<file path="src/rtl/soc_bus_fabric.sv">
// soc_bus_fabric: single-master to N-slave address-decoded bus bridge with wait-state timeout
// and error reporting.
module soc_bus_fabric #(
  parameter int                      N_SLAVES   = 4,
  parameter logic [N_SLAVES*32-1:0] SLAVE_BASE = {32'h0000_8000, 32'h0000_5000, 32'h0004_0000, 32'h0000_0000},
  parameter logic [N_SLAVES*32-1:0] SLAVE_MASK = {32'hFFFF_FFF0, 32'hFFFF_FFF0, 32'hFFFF_F800, 32'hFFFF_F800},
  parameter int                      TIMEOUT    = 255,
  parameter logic [31:0]             ERR_RDATA  = 32'hDEAD_BEEF
) (
  input  logic                     clk,
  input  logic                     resetn,
  input  logic                     mem_valid,
  input  logic [31:0]              mem_addr,
  input  logic [31:0]              mem_wdata,
  input  logic [3:0]               mem_wstrb,
  output logic                     mem_ready,
  output logic [31:0]              mem_rdata,
  output logic [N_SLAVES-1:0]      s_valid,
  output logic [31:0]              s_addr,
  output logic [31:0]              s_wdata,
  output logic [3:0]               s_wstrb,
  input  logic [N_SLAVES-1:0]      s_ready,
  input  logic [N_SLAVES*32-1:0]   s_rdata,
  output logic                     err_irq,
  output logic [31:0]              err_addr,
  output logic [15:0]              err_count
);
  localparam int SW = (N_SLAVES > 1) ? $clog2(N_SLAVES) : 1;
  typedef enum logic [1:0] {IDLE, ACCESS, RESP} state_t;
  state_t        r_state, w_next;
  logic [SW-1:0] r_sel, w_idx;
  logic          w_hit, w_rdy, w_tmo, r_err;
  logic [31:0]   r_addr, r_wdata, r_rdata, r_err_addr;
  logic [3:0]    r_wstrb;
  logic [15:0]   r_cnt, r_err_count;
  // Scan high to low so the lowest matching index is the one left standing
  always_comb begin
    w_hit = 1'b0;
    w_idx = '0;
    for (int i = N_SLAVES - 1; i >= 0; i--)
      if ((mem_addr & SLAVE_MASK[i*32 +: 32]) == SLAVE_BASE[i*32 +: 32]) begin
        w_hit = 1'b1;
        w_idx = SW'(i);
      end
  end
  assign w_rdy = s_ready[r_sel];
  assign w_tmo = r_cnt == 16'(TIMEOUT - 1);
  always_ff @(posedge clk or negedge resetn) begin
    if (!resetn) r_state <= IDLE;
    else         r_state <= w_next;
  end
  always_comb begin
    w_next = (r_state == IDLE)   ? (mem_valid ? (w_hit ? ACCESS : RESP) : IDLE) :
             (r_state == ACCESS) ? ((w_rdy || w_tmo) ? RESP : ACCESS) : IDLE;
  end
  always_ff @(posedge clk or negedge resetn) begin
    if (!resetn) begin
      r_sel       <= '0;
      r_addr      <= '0;
      r_wdata     <= '0;
      r_wstrb     <= '0;
      r_rdata     <= '0;
      r_cnt       <= '0;
      r_err       <= 1'b0;
      r_err_addr  <= '0;
      r_err_count <= '0;
    end else if (r_state == IDLE && mem_valid) begin
      r_sel   <= w_idx;
      r_addr  <= mem_addr;
      r_wdata <= mem_wdata;
      r_wstrb <= mem_wstrb;
      r_cnt   <= '0;
      r_err   <= !w_hit;
      if (!w_hit) begin
        r_rdata     <= ERR_RDATA;
        r_err_addr  <= mem_addr;
        r_err_count <= (&r_err_count) ? r_err_count : r_err_count + 16'd1;
      end
    end else if (r_state == ACCESS) begin
      if (w_rdy) r_rdata <= s_rdata[int'(r_sel)*32 +: 32];
      else if (w_tmo) begin
        r_err       <= 1'b1;
        r_rdata     <= ERR_RDATA;
        r_err_addr  <= r_addr;
        r_err_count <= (&r_err_count) ? r_err_count : r_err_count + 16'd1;
      end else r_cnt <= r_cnt + 16'd1;
    end
  end
  // Handshake outputs decode straight from flops, so mem_valid never reaches them combinationally
  always_comb begin
    s_valid   = (r_state == ACCESS) ? N_SLAVES'(1) << r_sel : '0;
    mem_ready = r_state == RESP;
    err_irq   = (r_state == RESP) && r_err;
  end
  assign s_addr    = r_addr & ~SLAVE_MASK[int'(r_sel)*32 +: 32];
  assign s_wdata   = r_wdata;
  assign s_wstrb   = r_wstrb;
  assign mem_rdata = r_rdata;
  assign err_addr  = r_err_addr;
  assign err_count = r_err_count;
endmodule

</file>
<file path="config.mk">
export PLATFORM = sky130hd
export DESIGN_NAME = soc_bus_fabric
export DESIGN_NICKNAME = d
export VERILOG_FILES = /design/src/rtl/soc_bus_fabric.sv
export SDC_FILE = /design/constraint.sdc
export NUM_CORES = 1
export LEC_CHECK = 0
export BUFFER_PORTS_ARGS = -buffer_cell sky130_fd_sc_hd__buf_4
export CORE_UTILIZATION = 40
export CTS_CLUSTER_SIZE = 12
export DETAILED_ROUTE_END_ITERATION = 8
export GPL_TIMING_DRIVEN = 0
export PLACE_DENSITY_LB_ADDON = 0.15
export SLEW_MARGIN = 10
export SYNTH_ARGS = -nofsm -noshare
export SYNTH_HDL_FRONTEND = slang
export SYNTH_SLANG_ARGS = --single-unit
</file>
<file path="constraint.sdc">
create_clock -name clk -period 3.7 [get_ports clk]
set_clock_uncertainty 0.05 [all_clocks]
set_input_delay 0.37 -clock clk [delete_from_list [all_inputs] [get_ports clk]]
set_output_delay 0.37 -clock clk [all_outputs]
set_load 0.02 [all_outputs]
</file>
==> results of run 1 <==
[cell families (layout without fill, tap and decap cells)]
logic type	Yosys count	in the layout
xor+xnor	27	27
fa+ha+maj	3	3
other cells	1	25
buf+inv	73	441
flops	169	169
mux	35	35
simple gates	352	352
compound gates	90	90
[placed cells by master (no fill, tap or decap), types with 6 or more instances in the layout]
cell and n:
nor2_1 56, xnor2_1 18, nand2_1 219, a31oi_1 33
nand3_1 13, conb_1 21, or4_1 7, a22o_1 8
dfrtp_1 169, nor3_1 11, o22a_1 24, buf_2 10
nand4_1 7, xor2_1 9, buf_4 360, clkbuf_16 17
mux4_2 32, nor2b_1 12, clkbuf_1 24, inv_1 6
[sequential cells by signal (all words and copies together) (netlist names), 2 cells and up]
register	count
err_addr	32
err_count	16
mem_rdata	32
r_addr	32
r_cnt	16
r_sel	2
r_state	2
s_wdata	32
s_wstrb	4
[cell type report]
class / instances / area share
Buffer: 66 / 0.0332
Clock inverter: 12 / 0.0144
Inverter: 7 / 0.00273
Timing Repair Buffer: 337 / 0.223
Antenna cell: 4 / 0.000873
Tap cell: 260 / 0.0284
Multi-Input combinational cell: 528 / 0.290
Sequential cell: 169 / 0.369
Clock buffer: 19 / 0.0386
[critical path, delay by kind of cell (launching register included)]
kind,cells,cell delay [ps]
buf+inv,5,1880
simple gates,1,190
flops,1,320
[metrics by stage]
step | hold slack [ps] | utilization | cells | power [mW] | area (um^2)
floorplan | 24.4 | - | 770 | 2.72 | 7960
global placement | 402 | 0.568 | 1365 | 3.28 | 10800
detailed placement | 285 | 0.570 | 1366 | 3.30 | 10800
CTS | 63.0 | 0.602 | 1398 | 5.16 | 11500
global route | 68.3 | 0.603 | 1402 | 5.34 | 11500
finish | 75.4 | 0.603 | 1402 | 5.12 | 11500
[metal layers]
metal  vias to the layer above  wire length (um)  GRT usage
li1                       3305                 -          -
met1                      3347             10200      0.309
met2                       259             11900      0.400
met3                        22              1880     0.0659
met4                         0               378     0.0860
met5                         -                 0          0
[worst paths after layout]
| kind | from | end | slack, ps |
|---|---|---|---|
| max in group asynchronous | resetn | s_wdata[20] | 2280 |
| hold reg to reg | r_addr[15] | r_addr[15] | 420 |
| min in group asynchronous | resetn | err_count[5] | 410 |
| setup reg to reg | r_sel[1] | err_count[8] | 970 |
| hold / removal | mem_wdata[24] | s_wdata[24] | 80 |
| setup / recovery | r_sel[1] | s_valid[1] | 460 |
[report_power, final]
part           internal, mW  switching [mW]  leakage [nW]
logic                 0.513           0.580          3.25
clock network          1.09           0.765         0.293
registers              2.04           0.130          2.02
total                  3.64            1.48          5.56
==> flow_metrics.env, run 1 <==
export IMPL_status="finished clean"
export IMPL_slew_limit_headroom=0.422
export IMPL_synth_area_top_cells="dfrtp_1, nand2_1, mux4_2"
export IMPL_clk_latency_ps=430
export IMPL_power_leakage_nw=5.56
export IMPL_hold_buffers=1
export IMPL_worst_slack_ps=460
export IMPL_chipWidth_um=142
export IMPL_ys_seq_area_frac=0.536
export IMPL_first_pass_iters=4
export IMPL_yosys_top_cells_count="nand2_1, dfrtp_1, nor2_1"
export IMPL_gp_congestion=0.899
export IMPL_path_cells="clkbuf_1 > buf_1 > clkbuf_1 > inv_1 > and2_1 > buf_4"
export IMPL_slew_viol_final=0
export IMPL_place_detailed_hpwl_mm=18.8
export IMPL_clock_path_buffers=2
export IMPL_synth_cells=750
export IMPL_fillerInstances=1731
export IMPL_die_area_um2=20300
export IMPL_grt_pass1_vias=6692
export IMPL_synth_top_family_by_area="simple AND/OR/NAND/NOR gates"
export IMPL_crit_path_frequent_cell="clkbuf_1"
export IMPL_die_height_um=142
export IMPL_ys_warn_count=0
export IMPL_drc=0
export IMPL_synthArstFlopShare=1.00
export IMPL_tightest_slew_ps=867
export IMPL_routedWlPerCell_um=17.4
export IMPL_tns_ps=0
export IMPL_r2r_cells=9
export IMPL_path_class="flop to primary output"
export IMPL_postCtsSetupRepairBufs=0
export IMPL_cts_root_buf="clkbuf_16"
export IMPL_detailedRoute_firstIterationViolations=288
export IMPL_core_um2=19000
export IMPL_synth_edff_count=0
export IMPL_ir_drop_mv=0.331
export IMPL_synth_top_area_cell="dfrtp_1"
export IMPL_wl_mm=24.3
export IMPL_dr_total_vias=6933
export IMPL_synthSimpleGateAreaFrac=0.193
export IMPL_num_io_pins=357
export IMPL_muxShareOfSynthArea=0.0955
export IMPL_multi_input_area_um2=3320
export IMPL_grt_pass1_wl_mm=37.1
export IMPL_worstPathArrival_ps=2820
export IMPL_fin_nets=1332
export IMPL_fmax_mhz=309
export IMPL_grt_overflow=0
export IMPL_path_max_fanout=10
export IMPL_path_clk_slew_ps=70
export IMPL_hold_path_depth=3
export IMPL_fin_crit_sh=0.876
export IMPL_antenna_found_initial=4
export IMPL_yosysTopAreaCellShare=0.536
export IMPL_synthAdderAreaFrac=0.00476
export IMPL_slowest_delay_ps=580
export IMPL_buffer_ports_inserted=335
export IMPL_synth_compound_area_frac=0.0882
export IMPL_ys_ff_latch=169
export IMPL_synthDistinctLibCells=54
export IMPL_cts_max_level=4
export IMPL_synthXorXnorAreaFrac=0.0300
export IMPL_setup_violations=0
export IMPL_ys_flop_type="dfrtp_1"
export IMPL_syn2layout_area_growth_pct=45.4
export IMPL_grt_max_degree=111
export IMPL_start_kind="flop"
export IMPL_cap_violations=0
export IMPL_rows=50
export IMPL_start_util=0.415
export IMPL_synth_cell_area_um2=7890
export IMPL_rsz0062_at_grt="false"
export IMPL_hold_class="input port to flop"
export IMPL_postRouteAntennaNets=0
export IMPL_yosysMostFrequentCell="nand2_1"
export IMPL_cts_sinks=169
export IMPL_seq_area_um2=4230
export IMPL_power_density_nw_per_um2=446
export IMPL_hold_viol=0
export IMPL_postSynthAreaPerCell_um2=10.5
export IMPL_pre_cts_ws_ps=842
export IMPL_end_kind="primary output"
export IMPL_layout_drive_gt1_share=0.395
export IMPL_via_per_inst=4.95
export IMPL_cts_tree="built"
export IMPL_postCtsResizedCells=0
export IMPL_cts_buffers=17
export IMPL_layout_min_cycle_time_ps=3240
export IMPL_cpMaxStageDelayCell="clkbuf_1"
export IMPL_crit_required_ps=3280
export IMPL_grt_use_total=0.243
Note: power is estimated with default switching activity, not from simulation.
==> inputs of run 2 (changes only) <==
- CAP_MARGIN: not set -> 20
- CORE_AREA: not set -> 2 2 139 141
- CORE_UTILIZATION: 40 -> not set
- DIE_AREA: not set -> 0 0 141 143
- REMOVE_ABC_BUFFERS: not set -> 1
==> flow_metrics.env, run 2 (synthesis gave the netlist of run 1 again) <==
export IMPL_status="finished clean"
export IMPL_worstPathArrival_ps=3310
export IMPL_switching_share=0.291
export IMPL_hold_slack_ps=72.4
export IMPL_cap_violations=0
export IMPL_core_um2=18600
export IMPL_p_sw_mw=1.49
export IMPL_start_util=0.425
export IMPL_placed_cell_area_um2=10600
export IMPL_routedWlPerCell_um=17.6
export IMPL_hold_viol=0
export IMPL_layout_commonest_cell="buf_4"
export IMPL_design_area_um2=11200
export IMPL_grt_pass1_wl_mm=36.2
export IMPL_tightest_slew_ps=787
export IMPL_grt_max_degree=102
export IMPL_power_leakage_nw=5.41
export IMPL_combPwrFrac=0.209
export IMPL_cts_root_buf="clkbuf_16"
export IMPL_cts_buffers=17
export IMPL_start_kind="flop"
export IMPL_grt_pass1_vias=6689
export IMPL_postRouteAntennaNets=0
export IMPL_rows=50
export IMPL_die_height_um=143
export IMPL_syn2layout_area_growth_pct=42.4
export IMPL_buffer_ports_inserted=335
export IMPL_dr_total_vias=6692
export IMPL_power_density_nw_per_um2=456
export IMPL_wl_mm=23.2
export IMPL_hold_buffers=1
export IMPL_cts_max_level=4
export IMPL_gp_congestion=0.843
export IMPL_place_detailed_hpwl_mm=17.1
export IMPL_slew_viol_final=0
export IMPL_fin_nets=1272
export IMPL_first_pass_iters=4
export IMPL_num_io_pins=357
export IMPL_end_kind="flop"
export IMPL_antenna_found_initial=4
export IMPL_postCtsSetupRepairBufs=0
export IMPL_layout_min_cycle_time_ps=3010
export IMPL_mostFrequentLayoutCells="buf_4, nand2_1, dfrtp_1, nor2_1, a31oi_1"
export IMPL_die_area_um2=20200
export IMPL_layout_drive_gt1_share=0.394
export IMPL_postCtsResizedCells=0
export IMPL_crit_required_ps=4000
export IMPL_fin_util=0.605
export IMPL_path_max_fanout=37
export IMPL_p_int_mw=3.63
export IMPL_chipWidth_um=141
export IMPL_path_clk_slew_ps=70
export IMPL_layout_cells_non_filler=1317
export IMPL_setup_violations=0
export IMPL_via_per_inst=5.08
export IMPL_fillerInstances=1592
export IMPL_path_class="flop to flop"
export IMPL_grt_use_total=0.232
export IMPL_cts_tree="built"
export IMPL_seq_area_um2=4230
export IMPL_clock_path_buffers=2
export IMPL_drc=0
export IMPL_p_clk_frac=0.369
export IMPL_slew_limit_headroom=0.475
export IMPL_fin_crit_sh=0.813
export IMPL_seqPwrFrac=0.422
export IMPL_hold_class="input port to flop"
export IMPL_tns_ps=0
export IMPL_grt_overflow=0
export IMPL_fmax_mhz=333
export IMPL_rsz0062_at_grt="false"
export IMPL_clk_latency_ps=430
export IMPL_multi_input_area_um2=3340
export IMPL_cts_sinks=169
export IMPL_detailedRoute_firstIterationViolations=236
export IMPL_dp_cells=1280
export IMPL_ir_drop_mv=0.320
[run 2: cell count changes in the layout (fill, tap and decap cells not counted), sizes merged]
| cell | before | now |
|---|---|---|
| clkbuf | 42 | 18 |
| clkinv | 2 | 4 |
| buf | 379 | 342 |
[run 2: final timing paths]
path                                from          end  slack [ps]  cells past startpoint
max                             r_sel[1]  err_addr[0]         690                      9
min                        mem_wdata[23]  s_wdata[23]          70                      3
max reg2reg                     r_sel[1]  err_addr[0]         690                      9
min reg2reg                   r_addr[12]   r_addr[12]         420                      2
max in group asynchronous         resetn   r_addr[23]        2270                      3
min in group asynchronous         resetn  err_addr[8]         520                      2
[run 2: metrics by stage]
stage	power, mW	setup WS (ps)
3_3_place_gp	3.25	-4550
4_1_cts	5.18	670
2_1_floorplan	2.68	-1780
3_5_place_dp	3.27	682
5_1_grt	5.37	476
6_report	5.12	693
[run 2: final cells by class]
class                           instances  share of cell area
Sequential cell                       169               0.377
Multi-Input combinational cell        528               0.298
Inverter                                7             0.00278
Timing Repair Buffer                  343               0.241
Antenna cell                            4            0.000891
Clock buffer                           18              0.0391
Clock inverter                         14              0.0165
Tap cell                              234              0.0261
[run 2: power by group through the flow]
stage / registers (mW) / clock network [mW] / logic, mW
floorplan: 2.36 / 0 / 0.318
global placement: 2.19 / 0 / 1.06
global route: 2.19 / 2.02 / 1.17
finish: 2.16 / 1.89 / 1.07
detailed placement: 2.19 / 0 / 1.08
CTS: 2.16 / 1.93 / 1.09
[run 2: worst max-delay path, stage by stage, from the launching register on]
cell and delay, ps:
dfrtp_2 520, buf_12 270, mux2_2 390, o2bb2ai_2 230, a21o_1 230, a21boi_4 570, buf_16 250, buf_16 190
nor2_1 50, a31oi_1 150
[run 2: metal layers]
layer	vias to the layer above	GRT usage	wire length, um
li1	3185	-	-
met2	254	0.374	11200
met4	0	0.0842	425
met1	3230	0.296	9590
met5	-	0	0
met3	23	0.0758	1970
==> inputs of run 3 (changes only) <==
- CORE_AREA: 2 2 139 141 -> not set
- CORE_UTILIZATION: not set -> 43
- DIE_AREA: 0 0 141 143 -> not set
- clock period: 3.7 -> 2.46 ns (I/O delays scaled with it)
==> flow_metrics.env, run 3 (synthesis gave the netlist of run 1 again) <==
export IMPL_status="finished clean"
export IMPL_antenna_found_initial=3
export IMPL_grt_overflow=0
export IMPL_cts_buffers=17
export IMPL_postRouteAntennaNets=0
export IMPL_path_class="flop to flop"
export IMPL_mostFrequentLayoutCells="buf_4, nand2_1, dfrtp_1, dlygate4sd3_1, nor2_1"
export IMPL_end_kind="flop"
export IMPL_cpMaxStageDelayCell="or4_4"
export IMPL_path_max_fanout=25
export IMPL_dp_cells=1275
export IMPL_fmax_mhz=409
export IMPL_cts_max_level=4
export IMPL_pre_cts_ws_ps=-726
export IMPL_cts_tree="built"
export IMPL_design_area_um2=12300
export IMPL_path_clk_slew_ps=70
export IMPL_gp_congestion=0.790
export IMPL_die_height_um=137
export IMPL_wl_met2_mm=12.6
export IMPL_fin_nets=1368
export IMPL_hold_slack_ps=21.4
export IMPL_worst_slack_ps=12.2
export IMPL_detailedRoute_firstIterationViolations=297
export IMPL_tightest_slew_ps=603
export IMPL_top_layer_used="met4"
export IMPL_wl_met3_mm=2.04
export IMPL_grt_pass1_vias=7179
export IMPL_path_cells="or4b_4 > or4_4 > a21o_1 > a21boi_4 > inv_6 > o22a_1"
export IMPL_ir_drop_mv=0.487
export IMPL_power_leakage_nw=5.88
export IMPL_p_total_mw=7.73
export IMPL_place_detailed_hpwl_mm=16.6
export IMPL_placed_cell_area_um2=10600
export IMPL_layout_commonest_cell="buf_4"
export IMPL_start_util=0.439
export IMPL_chipWidth_um=137
export IMPL_cp_buffers_inverters=1
export IMPL_tns_ps=0
export IMPL_core_um2=18000
export IMPL_crit_required_ps=2770
export IMPL_cap_violations=0
export IMPL_setup_violations=0
export IMPL_fillerInstances=1373
export IMPL_seq_area_um2=4240
export IMPL_num_io_pins=357
export IMPL_crit_family="simple AND/OR/NAND/NOR gates"
export IMPL_slowest_delay_ps=580
export IMPL_fin_crit_sh=0.995
export IMPL_multi_input_area_um2=3400
export IMPL_via_per_inst=5.16
export IMPL_fin_util=0.683
export IMPL_start_kind="flop"
export IMPL_buffer_ports_inserted=335
export IMPL_clk_latency_ps=430
export IMPL_wl_met1_mm=10.1
export IMPL_layout_cells_non_filler=1407
export IMPL_grt_use_total=0.267
export IMPL_hold_viol=0
export IMPL_first_pass_iters=5
export IMPL_dr_total_vias=7267
export IMPL_layout_min_cycle_time_ps=2450
export IMPL_grt_pass1_wl_mm=37.8
export IMPL_cts_sinks=169
export IMPL_rsz0062_at_grt="true"
export IMPL_power_density_nw_per_um2=631
export IMPL_routedWlPerCell_um=18.1
export IMPL_worstPathArrival_ps=2760
export IMPL_drc=0
export IMPL_syn2layout_area_growth_pct=55.5
export IMPL_hold_class="input port to flop"
export IMPL_clock_path_buffers=2
export IMPL_rows=49
export IMPL_cts_root_buf="clkbuf_16"
export IMPL_slew_viol_final=0
export IMPL_die_area_um2=18900
export IMPL_grt_max_degree=110
export IMPL_layout_drive_gt1_share=0.392
export IMPL_wl_mm=25.4
export IMPL_slew_limit_headroom=0.597
-- run 3: tightest hold or removal path: stages --
cell     delay, ps
buf_4          100
nand2_1         60
nand2_1         50
-- run 3: layer usage --
layer,GRT usage,vias up
met1,0.319,3554
met3,0.0784,42
met5,0,-
li1,-,3389
met2,0.443,282
met4,0.123,0
-- run 3: layout make-up --
class | instances | share of cell area
inverter | 7 | 0.00255
clock buffer | 17 | 0.0347
antenna | 3 | 0.000612
tap | 229 | 0.0234
multi-input combinational | 528 | 0.277
sequential | 169 | 0.346
timing repair buffer | 439 | 0.301
clock inverter | 15 | 0.0150
-- run 3: where the power goes --
group / internal (mW) / total, mW / switching (mW)
logic: 0.844 / 1.75 / 0.909
clock network: 1.46 / 2.72 / 1.27
registers: 3.06 / 3.26 / 0.195
total: 5.37 / 7.73 / 2.37
-- run 3: worst paths after layout --
| kind | endpoint | cells after the start | start | slack (ps) |
|---|---|---|---|---|
| max | mem_rdata[26] | 6 | r_cnt[12] | 10 |
| min | r_addr[15] | 3 | mem_addr[15] | 20 |
| max in group asynchronous | s_wdata[7] | 3 | resetn | 1170 |
| max reg2reg | mem_rdata[26] | 6 | r_cnt[12] | 10 |
| min in group asynchronous | err_count[13] | 2 | resetn | 280 |
| min reg2reg | r_addr[31] | 2 | r_addr[31] | 420 |
-- run 3: what timing repair did --
item / CTS / global route
hold buffers: 66 / 0
cloned: 3 / 1
pin swaps: 4 / 3
endpoints found under the setup margin: 86 / 75
hold endpoints to repair: 125 / 0
setup buffers: 13 / 14
resized for setup: 13 / 5
